--- config.mk ---
export PLATFORM = sky130hd
export DESIGN_NAME = key_tx
export DESIGN_NICKNAME = d
export VERILOG_FILES = /design/src/rtl/key_tx.sv
export SDC_FILE = /design/constraint.sdc
export NUM_CORES = 1
export LEC_CHECK = 0
export BUFFER_PORTS_ARGS = -buffer_cell sky130_fd_sc_hd__buf_4
export CAP_MARGIN = 10
export CELL_PAD_IN_SITES_DETAIL_PLACEMENT = 0
export CELL_PAD_IN_SITES_GLOBAL_PLACEMENT = 1
export CORE_MARGIN = 4
export CORE_UTILIZATION = 42
export CTS_CLUSTER_DIAMETER = 200
export DETAILED_ROUTE_END_ITERATION = 10
export HOLD_SLACK_MARGIN = 0.15
export PLACE_DENSITY_LB_ADDON = 0.1
export RECOVER_POWER = 25
export SYNTH_ARGS = -nofsm -noshare
export SYNTH_HDL_FRONTEND = slang
export SYNTH_SLANG_ARGS = --single-unit
--- constraint.sdc ---
create_clock -name clk -period 6.2 [get_ports clk]
set_clock_uncertainty 0.1 [all_clocks]
set_input_delay 1.24 -clock clk [delete_from_list [all_inputs] [get_ports clk]]
set_output_delay 1.24 -clock clk [all_outputs]
set_load 0.1 [all_outputs]
--- src/rtl/key_tx.sv ---
`timescale 1ns/1ps
`default_nettype none
// ============================================================================
// Module   : key_tx
// Purpose  : Prepends a repeated BPSK LFSR training preamble and a zero guard
//            gap to each payload packet of {I,Q} samples headed for the radio.
// Revision : 1.0 - initial release
// ============================================================================
module key_tx #(
    parameter int         DATA_WIDTH = 16,
    parameter int         SYM_LEN    = 64,
    parameter int         NREP       = 8,
    parameter int         GAP_LEN    = 16,
    parameter logic [6:0] LFSR_SEED  = 7'h7F
) (
    input  logic                    clk,
    input  logic                    reset,
    input  logic                    clear,
    input  logic                    enable,
    input  logic [DATA_WIDTH-1:0]   amp,
    input  logic [2*DATA_WIDTH-1:0] in_tdata,
    input  logic                    in_tvalid,
    input  logic                    in_tlast,
    output logic                    in_tready,
    output logic [2*DATA_WIDTH-1:0] out_tdata,
    output logic                    out_tvalid,
    output logic                    out_tlast,
    input  logic                    out_tready,
    output logic                    busy
);

    localparam int c_pre_total = SYM_LEN * NREP;
    localparam int c_pre_w     = $clog2(c_pre_total + 1);
    localparam int c_sym_w     = $clog2(SYM_LEN + 1);
    localparam int c_gap_w     = (GAP_LEN > 0) ? $clog2(GAP_LEN + 1) : 1;

    localparam logic [c_pre_w-1:0] c_pre_last = c_pre_w'(c_pre_total - 1);
    localparam logic [c_sym_w-1:0] c_sym_last = c_sym_w'(SYM_LEN - 1);
    localparam logic [c_gap_w-1:0] c_gap_last = c_gap_w'((GAP_LEN > 0) ? GAP_LEN - 1 : 0);

    typedef enum logic [1:0] {
        S_IDLE     = 2'd0,
        S_PREAMBLE = 2'd1,
        S_GAP      = 2'd2,
        S_PAYLOAD  = 2'd3
    } state_t;

    localparam state_t c_after_pre = (GAP_LEN > 0) ? S_GAP : S_PAYLOAD;

    state_t                  r_state;
    logic [DATA_WIDTH-1:0]   r_amp;
    logic [6:0]              r_lfsr;
    logic [c_pre_w-1:0]      r_pre_cnt;
    logic [c_sym_w-1:0]      r_sym_cnt;
    logic [c_gap_w-1:0]      r_gap_cnt;

    logic                    w_load;
    logic                    w_start;
    logic                    w_pre_step;
    logic [DATA_WIDTH-1:0]   w_amp_src;
    logic [DATA_WIDTH-1:0]   w_pre_i;
    logic                    w_sym_wrap;
    logic [6:0]              w_lfsr_next;
    logic [c_sym_w-1:0]      w_sym_next;
    logic                    w_pre_done;

    assign w_load     = !out_tvalid || out_tready;
    assign w_start    = (r_state == S_IDLE) && enable && in_tvalid && w_load;
    assign w_pre_step = w_start || ((r_state == S_PREAMBLE) && w_load);

    // The first preamble sample leaves on the start edge, before amp is latched.
    assign w_amp_src  = (r_state == S_IDLE) ? amp : r_amp;
    assign w_pre_i    = r_lfsr[6] ? ({DATA_WIDTH{1'b0}} - w_amp_src) : w_amp_src;

    assign w_sym_wrap  = (r_sym_cnt == c_sym_last);
    assign w_lfsr_next = w_sym_wrap ? LFSR_SEED : {r_lfsr[5:0], r_lfsr[6] ^ r_lfsr[5]};
    assign w_sym_next  = w_sym_wrap ? '0 : r_sym_cnt + 1'b1;
    assign w_pre_done  = (r_pre_cnt == c_pre_last);

    assign in_tready = (r_state == S_PAYLOAD) && w_load;
    assign busy      = (r_state != S_IDLE);

    always_ff @(posedge clk) begin
        if (reset || clear) begin
            r_state    <= S_IDLE;
            r_amp      <= '0;
            r_lfsr     <= LFSR_SEED;
            r_pre_cnt  <= '0;
            r_sym_cnt  <= '0;
            r_gap_cnt  <= '0;
            out_tdata  <= '0;
            out_tvalid <= 1'b0;
            out_tlast  <= 1'b0;
        end else if (w_pre_step) begin
            if (r_state == S_IDLE) begin
                r_amp <= amp;
            end
            out_tdata  <= {w_pre_i, {DATA_WIDTH{1'b0}}};
            out_tvalid <= 1'b1;
            out_tlast  <= 1'b0;
            r_lfsr     <= w_lfsr_next;
            r_sym_cnt  <= w_sym_next;
            if (w_pre_done) begin
                r_pre_cnt <= '0;
                r_state   <= c_after_pre;
            end else begin
                r_pre_cnt <= r_pre_cnt + 1'b1;
                r_state   <= S_PREAMBLE;
            end
        end else begin
            case (r_state)
                S_IDLE: begin
                    if (w_load) begin
                        out_tvalid <= 1'b0;
                        out_tlast  <= 1'b0;
                    end
                end
                S_GAP: begin
                    if (w_load) begin
                        out_tdata  <= '0;
                        out_tvalid <= 1'b1;
                        out_tlast  <= 1'b0;
                        if (r_gap_cnt == c_gap_last) begin
                            r_gap_cnt <= '0;
                            r_state   <= S_PAYLOAD;
                        end else begin
                            r_gap_cnt <= r_gap_cnt + 1'b1;
                        end
                    end
                end
                S_PAYLOAD: begin
                    if (w_load) begin
                        if (in_tvalid) begin
                            out_tdata  <= in_tdata;
                            out_tvalid <= 1'b1;
                            out_tlast  <= in_tlast;
                            if (in_tlast) begin
                                r_state <= S_IDLE;
                            end
                        end else begin
                            out_tvalid <= 1'b0;
                            out_tlast  <= 1'b0;
                        end
                    end
                end
                default: ;
            endcase
        end
    end

endmodule
`default_nettype wire
==> run_summary.xml, run 1 <==
<?xml version="1.0" encoding="UTF-8"?>
<metrics>
  <group name="detailed_routing">
    <metric name="routed_wl" unit="mm">10.9</metric>
    <metric name="initialDrtViolationCount" unit="">235</metric>
    <metric name="detailroute.via_count" unit="">3677</metric>
    <metric name="post_detailed_route_via_to_cell_ratio" unit="">5.54</metric>
    <metric name="detail_route.drc_violations" unit="">0</metric>
    <metric name="m1_wire_length" unit="mm">5.22</metric>
    <metric name="drt_pre_antenna_iters" unit="">4</metric>
    <metric name="detail_route.wl_per_cell" unit="um">16.4</metric>
    <metric name="number_of_antenna_violating_nets_in_the_routed_design" unit="">0</metric>
    <metric name="dr_top_layer" unit="">met4</metric>
    <metric name="met3WireLength" unit="um">610</metric>
    <metric name="route.met2.wl" unit="mm">4.90</metric>
  </group>
  <group name="worst_setup_path">
    <metric name="start_kind" unit="">register</metric>
    <metric name="critPathRequiredTime" unit="ps">4860</metric>
    <metric name="critical_path.top_delay_family" unit="">buffers and inverters</metric>
    <metric name="worstSetupPathType" unit="">reg -&gt; out</metric>
    <metric name="slowest_delay" unit="ps">690</metric>
    <metric name="arrival" unit="ps">2450</metric>
    <metric name="end_kind" unit="">output pin</metric>
    <metric name="worst-path-max-fanout" unit="">22</metric>
    <metric name="crit_path_cell_trace" unit="">nor2_4 &gt; inv_1 &gt; buf_4</metric>
    <metric name="worst_path_max_delay_cell" unit="">sky130_fd_sc_hd__nor2_4</metric>
    <metric name="cp.buffers_inverters" unit="">2</metric>
  </group>
  <group name="grt">
    <metric name="grt.total_usage" unit="%">19.7</metric>
    <metric name="globalRoute.totalOverflow" unit="">0</metric>
    <metric name="vias_in_the_first_global_route" unit="">3443</metric>
    <metric name="antenna_found_initial" unit="">0</metric>
    <metric name="maximum_number_of_pins_on_one_net_before_global_route_repair" unit="">39</metric>
    <metric name="grt_pass1_wl" unit="mm">17.8</metric>
  </group>
  <group name="synthesis">
    <metric name="synthesized_area_fraction_occupied_by_ao_oa_aoi_and_oai_cells" unit="%">16.9</metric>
    <metric name="ys_types" unit="">51</metric>
    <metric name="yosys.cell_count.top_type" unit="">sky130_fd_sc_hd__dfxtp_1</metric>
    <metric name="synth_area" unit="um^2">3920</metric>
    <metric name="netlist.area_leader.share" unit="%">41.4</metric>
    <metric name="seq_cells_post_synth" unit="">81</metric>
    <metric name="synth_edf_count" unit="">0</metric>
    <metric name="yosys-mux-area-fraction" unit="%">7.09</metric>
    <metric name="synth.net_count" unit="">537</metric>
    <metric name="yosys.area_share.xor_xnor" unit="%">5.37</metric>
    <metric name="synth_adder_area_share" unit="%">1.28</metric>
    <metric name="synth_top_area_cell" unit="">sky130_fd_sc_hd__dfxtp_1</metric>
    <metric name="synth_simple_gate_area_share" unit="%">24.2</metric>
    <metric name="synth_top_family_by_area" unit="">simple AND/OR/NAND/NOR gates</metric>
    <metric name="async_reset_ff_share" unit="%">0</metric>
    <metric name="synthesis.instances" unit="">478</metric>
    <metric name="syn-mean-instance-area" unit="um^2">8.19</metric>
    <metric name="ys_warn_count" unit="">0</metric>
    <metric name="synth_seq_area_share" unit="%">41.4</metric>
    <metric name="dominantRegCellSynth" unit="">sky130_fd_sc_hd__dfxtp_1</metric>
    <metric name="synth.top_cells.by_area" unit="">sky130_fd_sc_hd__dfxtp_1 (41%), sky130_fd_sc_hd__mux2i_1 (6.1%), sky130_fd_sc_hd__nor2_1 (5.7%), sky130_fd_sc_hd__a21oi_1 (5.5%), sky130_fd_sc_hd__nand2_1 (5.4%)</metric>
    <metric name="synth_cell_count_leaders" unit="">sky130_fd_sc_hd__dfxtp_1 (81), sky130_fd_sc_hd__nor2_1 (59), sky130_fd_sc_hd__nand2_1 (56), sky130_fd_sc_hd__a21oi_1 (43), sky130_fd_sc_hd__nand3_1 (32)</metric>
  </group>
  <group name="timing">
    <metric name="worst_slew_pin_slew" unit="ps">2360</metric>
    <metric name="worst_slew_margin_rel" unit="%">-57.6</metric>
    <metric name="setup_repair_after_global_routing_missed_its_margin" unit="">no</metric>
    <metric name="setup_viol_count_final" unit="">0</metric>
    <metric name="max_freq" unit="MHz">264</metric>
    <metric name="finalWorstPathRequiredPeriod" unit="ps">3790</metric>
    <metric name="layout_setup_ws" unit="ps">2410</metric>
    <metric name="fin_crit_sh" unit="%">61.2</metric>
    <metric name="final-max-slew-violation-count" unit="">39</metric>
    <metric name="totalNegativeSetupSlack" unit="ps">0</metric>
    <metric name="timing_hold_violations_final" unit="">0</metric>
  </group>
  <group name="final_layout">
    <metric name="final-seq-area" unit="um^2">1620</metric>
    <metric name="area_growth" unit="%">21.7</metric>
    <metric name="share_of_cells_above_drive_strength_1" unit="%">16.7</metric>
    <metric name="filler_cell_count" unit="">864</metric>
    <metric name="finalCoreUtilization" unit="%">53.6</metric>
    <metric name="antenna_cells" unit="">0</metric>
    <metric name="multiInputGateArea" unit="um^2">2150</metric>
    <metric name="nNetsFinal" unit="">611</metric>
  </group>
  <group name="cts">
    <metric name="max-clock-path-buffers" unit="">2</metric>
    <metric name="ctsHoldBuffers" unit="">0</metric>
    <metric name="later_pin_clock_latency_in_the_skew_report" unit="ps">350</metric>
    <metric name="tritoncts" unit="">yes</metric>
    <metric name="cts_buffers" unit="">9</metric>
    <metric name="cts_resized" unit="">0</metric>
    <metric name="worst_setup_hold_path_clk_slew" unit="ps">90</metric>
    <metric name="clkSinkCount" unit="">81</metric>
    <metric name="postCtsSetupBuffers" unit="">0</metric>
    <metric name="clock_tree.root_cell" unit="">sky130_fd_sc_hd__clkbuf_8</metric>
    <metric name="htree_levels" unit="">3</metric>
  </group>
  <group name="floorplan">
    <metric name="die-height" unit="um">105</metric>
    <metric name="placement_rows" unit="">34</metric>
    <metric name="initial_utilization" unit="%">44.0</metric>
    <metric name="io_pins" unit="">91</metric>
    <metric name="die_w" unit="um">105</metric>
    <metric name="floorplan.core_area" unit="um^2">8890</metric>
    <metric name="die-area" unit="um^2">10900</metric>
  </group>
  <group name="place">
    <metric name="post-dp-hpwl" unit="mm">7.79</metric>
    <metric name="port-buffer-count" unit="">90</metric>
    <metric name="preCtsSetupSlack" unit="ps">2610</metric>
    <metric name="routabilityCongestion" unit="">0.819</metric>
  </group>
  <group name="run_status">
    <metric name="run_status" unit="">finished with violations</metric>
    <metric name="violations" unit="">capacitance limit, slew limit</metric>
  </group>
  <group name="pwr">
    <metric name="power.static_leakage" unit="nW">1.93</metric>
    <metric name="ir_worst_vdd" unit="V">0.000140</metric>
    <metric name="power_per_cell_area" unit="nW/um^2">246</metric>
  </group>
  <group name="hold_path">
    <metric name="hold_path.class" unit="">reg -&gt; reg</metric>
  </group>
  <group name="flow_run">
    <metric name="drv_cap" unit="">1</metric>
  </group>
</metrics>
[stage by stage]
stage	hold slack [ps]	area, um^2	instances	power (mW)
finish	353	4770	664	1.17
floorplan	340	3920	478	0.663
global placement	341	4630	649	0.724
CTS	355	4860	664	1.19
global route	368	4770	664	1.22
detailed placement	344	4630	649	0.725
[registers in the layout, summed over array words and instances, names as in the netlist]
register	cells
out_tvalid	1
r_state	2
out_tdata	32
r_gap_cnt	5
r_lfsr	7
out_tlast	1
r_sym_cnt	7
r_amp	16
r_pre_cnt	10
[kinds of logic after synthesis]
family	after synthesis
buf+inv	34
xor+xnor	24
compound gates	104
fa+ha+maj	4
flops	81
mux	27
simple gates	204
[where the power goes]
group / switching [mW] / total [mW] / internal, mW
Sequential: 0.0105 / 0.541 / 0.530
Combinational: 0.110 / 0.171 / 0.0611
Clock: 0.192 / 0.458 / 0.266
[routing by layer]
layer / up-vias / GRT usage (%)
met1: 1717 / 28.5
met4: 0 / 4.56
li1: 1846 / -
met3: 12 / 4.32
met5: - / 0
met2: 102 / 30.0
[path summary, 6_finish.rpt]
kind,slack [ps],end,start,depth (start not counted)
hold reg to reg,350,out_tdata[12],out_tdata[12],2
setup reg to reg,2830,out_tdata[31],r_state[1],7
hold / removal,350,out_tdata[12],out_tdata[12],2
setup / recovery,2410,busy,r_state[1],3
[cell usage in the layout (no fill, tap or decap), types with 13 or more instances in the layout]
cell type	n
sky130_fd_sc_hd__nor2_1	59
sky130_fd_sc_hd__dfxtp_1	81
sky130_fd_sc_hd__clkbuf_1	26
sky130_fd_sc_hd__nand2_1	56
sky130_fd_sc_hd__mux2i_1	24
sky130_fd_sc_hd__o21ai_0	17
sky130_fd_sc_hd__a21oi_1	43
sky130_fd_sc_hd__nor3_1	13
sky130_fd_sc_hd__buf_4	67
sky130_fd_sc_hd__nand3_1	32
[cell type report]
cell class                      count  share of cell area [%]
Multi-Input combinational cell    363                    45.2
Sequential cell                    81                    34.0
Timing Repair Buffer               94                    12.8
Tap cell                          108                    2.84
Clock buffer                       10                    2.68
Clock inverter                      5                    2.18
Inverter                            3                   0.236
[tightest hold or removal path: cells and delay by family (launching register included)]
family / cells / cell delay [ps]
simple gates: 1 / 50
compound gates: 1 / 50
flops: 1 / 320
(Power assumes the default switching activity.)
==> run 2, diff against run 1 <==
- CORE_UTILIZATION: 42 -> 35
- clock period: 6.2 -> 3.34 ns (I/O delays scaled with it)
==> run 2 against run 1 <==
The run still ends with capacitance limit, slew limit left. Register-to-register slack got worse by 2100 ps. Count of clock-buffer cells in the layout grew 1. Sequential power is 85% higher. Flip-flop and latch count stayed put. Sequential share of layout area down 0.38 points. First-iteration DRC count is 26% lower. Combinational power grew 90%.
==> run_summary.xml, run 2 (synthesized netlist as in run 1, its figures left out) <==
<?xml version="1.0" encoding="UTF-8"?>
<metrics>
  <group name="grt">
    <metric name="antenna_found_initial" unit="">0</metric>
    <metric name="maximum_number_of_pins_on_one_net_before_global_route_repair" unit="">39</metric>
    <metric name="globalRoute.totalOverflow" unit="">0</metric>
    <metric name="grt.total_usage" unit="%">17.8</metric>
    <metric name="vias_in_the_first_global_route" unit="">3536</metric>
    <metric name="grt_pass1_wl" unit="mm">18.5</metric>
  </group>
  <group name="detailed_routing">
    <metric name="detail_route.drc_violations" unit="">0</metric>
    <metric name="post_detailed_route_via_to_cell_ratio" unit="">5.15</metric>
    <metric name="initialDrtViolationCount" unit="">173</metric>
    <metric name="detail_route.wl_per_cell" unit="um">16.1</metric>
    <metric name="number_of_antenna_violating_nets_in_the_routed_design" unit="">0</metric>
    <metric name="detailroute.via_count" unit="">3626</metric>
    <metric name="routed_wl" unit="mm">11.4</metric>
    <metric name="drt_pre_antenna_iters" unit="">4</metric>
  </group>
  <group name="timing">
    <metric name="timing_hold_violations_final" unit="">0</metric>
    <metric name="worst_slew_pin_slew" unit="ps">2460</metric>
    <metric name="setup_repair_after_global_routing_missed_its_margin" unit="">no</metric>
    <metric name="max_freq" unit="MHz">361</metric>
    <metric name="fin_crit_sh" unit="%">82.9</metric>
    <metric name="worst_slew_margin_rel" unit="%">-63.9</metric>
    <metric name="setup_viol_count_final" unit="">0</metric>
    <metric name="worst_hold_slack" unit="ps">357</metric>
    <metric name="totalNegativeSetupSlack" unit="ps">0</metric>
    <metric name="finalWorstPathRequiredPeriod" unit="ps">2770</metric>
    <metric name="final-max-slew-violation-count" unit="">39</metric>
  </group>
  <group name="worst_setup_path">
    <metric name="worst-path-max-fanout" unit="">38</metric>
    <metric name="crit_path_cell_trace" unit="">buf_4 &gt; or2_0 &gt; a21oi_1 &gt; a211o_1</metric>
    <metric name="reg2reg_depth" unit="">8</metric>
    <metric name="start_kind" unit="">input pin</metric>
    <metric name="worstReg2RegStart" unit="">r_state[1]</metric>
    <metric name="worst_path_max_delay_cell" unit="">sky130_fd_sc_hd__or2_0</metric>
    <metric name="critical_path.top_delay_family" unit="">simple AND/OR/NAND/NOR gates</metric>
    <metric name="slowest_delay" unit="ps">1760</metric>
    <metric name="cp.buffers_inverters" unit="">1</metric>
    <metric name="arrival" unit="ps">2930</metric>
    <metric name="worstSetupPathType" unit="">in -&gt; reg</metric>
    <metric name="end_kind" unit="">register</metric>
    <metric name="worst-path-stages" unit="">4</metric>
    <metric name="critPathRequiredTime" unit="ps">3500</metric>
    <metric name="worst_reg2reg_setup_slack" unit="ps">690</metric>
    <metric name="regToRegEndpoint" unit="">out_tdata[30]</metric>
  </group>
  <group name="cts">
    <metric name="cts_resized" unit="">0</metric>
    <metric name="max-clock-path-buffers" unit="">2</metric>
    <metric name="clock_tree.root_cell" unit="">sky130_fd_sc_hd__clkbuf_8</metric>
    <metric name="worst_setup_hold_path_clk_slew" unit="ps">90</metric>
    <metric name="tritoncts" unit="">yes</metric>
    <metric name="later_pin_clock_latency_in_the_skew_report" unit="ps">360</metric>
    <metric name="ctsHoldBuffers" unit="">0</metric>
    <metric name="clkSinkCount" unit="">81</metric>
    <metric name="htree_levels" unit="">3</metric>
    <metric name="cts_buffers" unit="">9</metric>
    <metric name="postCtsSetupBuffers" unit="">0</metric>
  </group>
  <group name="floorplan">
    <metric name="placement_rows" unit="">38</metric>
    <metric name="die_w" unit="um">114</metric>
    <metric name="die-height" unit="um">114</metric>
    <metric name="initial_utilization" unit="%">36.0</metric>
    <metric name="die-area" unit="um^2">12900</metric>
    <metric name="io_pins" unit="">91</metric>
    <metric name="floorplan.core_area" unit="um^2">10900</metric>
  </group>
  <group name="pwr">
    <metric name="netSwitchingPower" unit="mW">0.599</metric>
    <metric name="ir_worst_vdd" unit="V">0.000250</metric>
    <metric name="power.static_leakage" unit="nW">1.96</metric>
    <metric name="combPwrFrac" unit="%">15.7</metric>
    <metric name="internal_power" unit="mW">1.47</metric>
    <metric name="clock_power_share" unit="%">35.8</metric>
    <metric name="power.total" unit="mW">2.07</metric>
    <metric name="seqPwrFrac" unit="%">48.5</metric>
    <metric name="power_switching_share" unit="%">29.0</metric>
    <metric name="power_per_cell_area" unit="nW/um^2">428</metric>
  </group>
  <group name="hold_path">
    <metric name="whs_path_depth" unit="">2</metric>
    <metric name="hold_path.class" unit="">reg -&gt; reg</metric>
    <metric name="hold_end" unit="">out_tdata[13]</metric>
    <metric name="min-delay-start" unit="">out_tdata[13]</metric>
  </group>
  <group name="final_layout">
    <metric name="reg_top3" unit="">out_tdata: 32 flops, r_amp: 16 flops, r_pre_cnt: 10 flops</metric>
    <metric name="finalCoreUtilization" unit="%">44.3</metric>
    <metric name="antenna_cells" unit="">0</metric>
    <metric name="largest_register_ff_count" unit="">32</metric>
    <metric name="postLayoutCellArea" unit="um^2">4820</metric>
    <metric name="share_of_cells_above_drive_strength_1" unit="%">18.1</metric>
    <metric name="nNetsFinal" unit="">618</metric>
    <metric name="final_cell_mix" unit="">sky130_fd_sc_hd__dfxtp_1 (81), sky130_fd_sc_hd__buf_4 (78), sky130_fd_sc_hd__nor2_1 (59)</metric>
    <metric name="area_growth" unit="%">23.1</metric>
    <metric name="filler_cell_count" unit="">1137</metric>
    <metric name="final_common_cell" unit="">sky130_fd_sc_hd__dfxtp_1</metric>
    <metric name="registers.top_by_ff_count" unit="">out_tdata</metric>
  </group>
  <group name="flow_run">
    <metric name="drv_cap" unit="">1</metric>
  </group>
  <group name="place">
    <metric name="placed_area" unit="um^2">4720</metric>
    <metric name="port-buffer-count" unit="">90</metric>
    <metric name="post-dp-hpwl" unit="mm">8.13</metric>
    <metric name="routabilityCongestion" unit="">0.819</metric>
  </group>
  <group name="run_status">
    <metric name="violations" unit="">capacitance limit, slew limit</metric>
    <metric name="run_status" unit="">finished with violations</metric>
  </group>
</metrics>
run 2: layout make-up:
| type | instances | area, um^2 | area share (%) |
|---|---|---|---|
| flip-flops and latches | 81 | 1620 | 33.6 |
| inverters | 3 | 11.3 | 0.234 |
| clock buffers | 11 | 141 | 2.93 |
| clock inverters | 5 | 55.1 | 1.14 |
| well taps | 140 | 175 | 3.63 |
| repair buffers | 101 | 672 | 13.9 |
| multi-input cells | 363 | 2140 | 44.5 |
run 2: metrics by stage:
| stage | setup slack [ps] | std cells |
|---|---|---|
| floorplan | 737 | 478 |
| global placement | 750 | 688 |
| detailed placement | 706 | 688 |
| CTS | 765 | 704 |
| global route | 315 | 704 |
| finish | 569 | 704 |
run 2: worst max path at each step:
stage | start | to
6_report | clear | out_tdata[29]
2_1_floorplan | out_tvalid | r_lfsr[0]
3_5_place_dp | out_tready | r_amp[5]
5_1_grt | clear | out_tdata[29]
3_3_place_gp | r_state[1] | out_tdata[30]
4_1_cts | r_state[1] | out_tdata[30]
run 2: power groups by stage:
stage / Combinational [mW] / Clock [mW] / Sequential (mW)
after CTS: 0.332 / 0.765 / 1.00
after global routing: 0.355 / 0.803 / 1.00
after floorplan: 0.155 / 0 / 1.07
after global placement: 0.329 / 0 / 1.02
after detailed placement: 0.331 / 0 / 1.02
final: 0.325 / 0.739 / 1.00
run 2: worst reg2reg max path: stages (launching register included):
cell and delay, ps:
sky130_fd_sc_hd__dfxtp_1 340, sky130_fd_sc_hd__nor2_4 410, sky130_fd_sc_hd__mux2_4 360, sky130_fd_sc_hd__inv_1 90, sky130_fd_sc_hd__ha_1 240, sky130_fd_sc_hd__o2111ai_1 260
sky130_fd_sc_hd__o31ai_1 350, sky130_fd_sc_hd__xnor2_1 200, sky130_fd_sc_hd__o22ai_1 100
run 2: routing by layer:
metal	wire length (um)	global-route usage [%]	part of all wire, %	up-vias
met5	0	0	0	-
met4	117	5.23	1.0	0
met3	470	3.18	4.1	11
met2	4970	26.6	44	69
met1	5800	26.4	51	1687
li1	-	-	-	1859
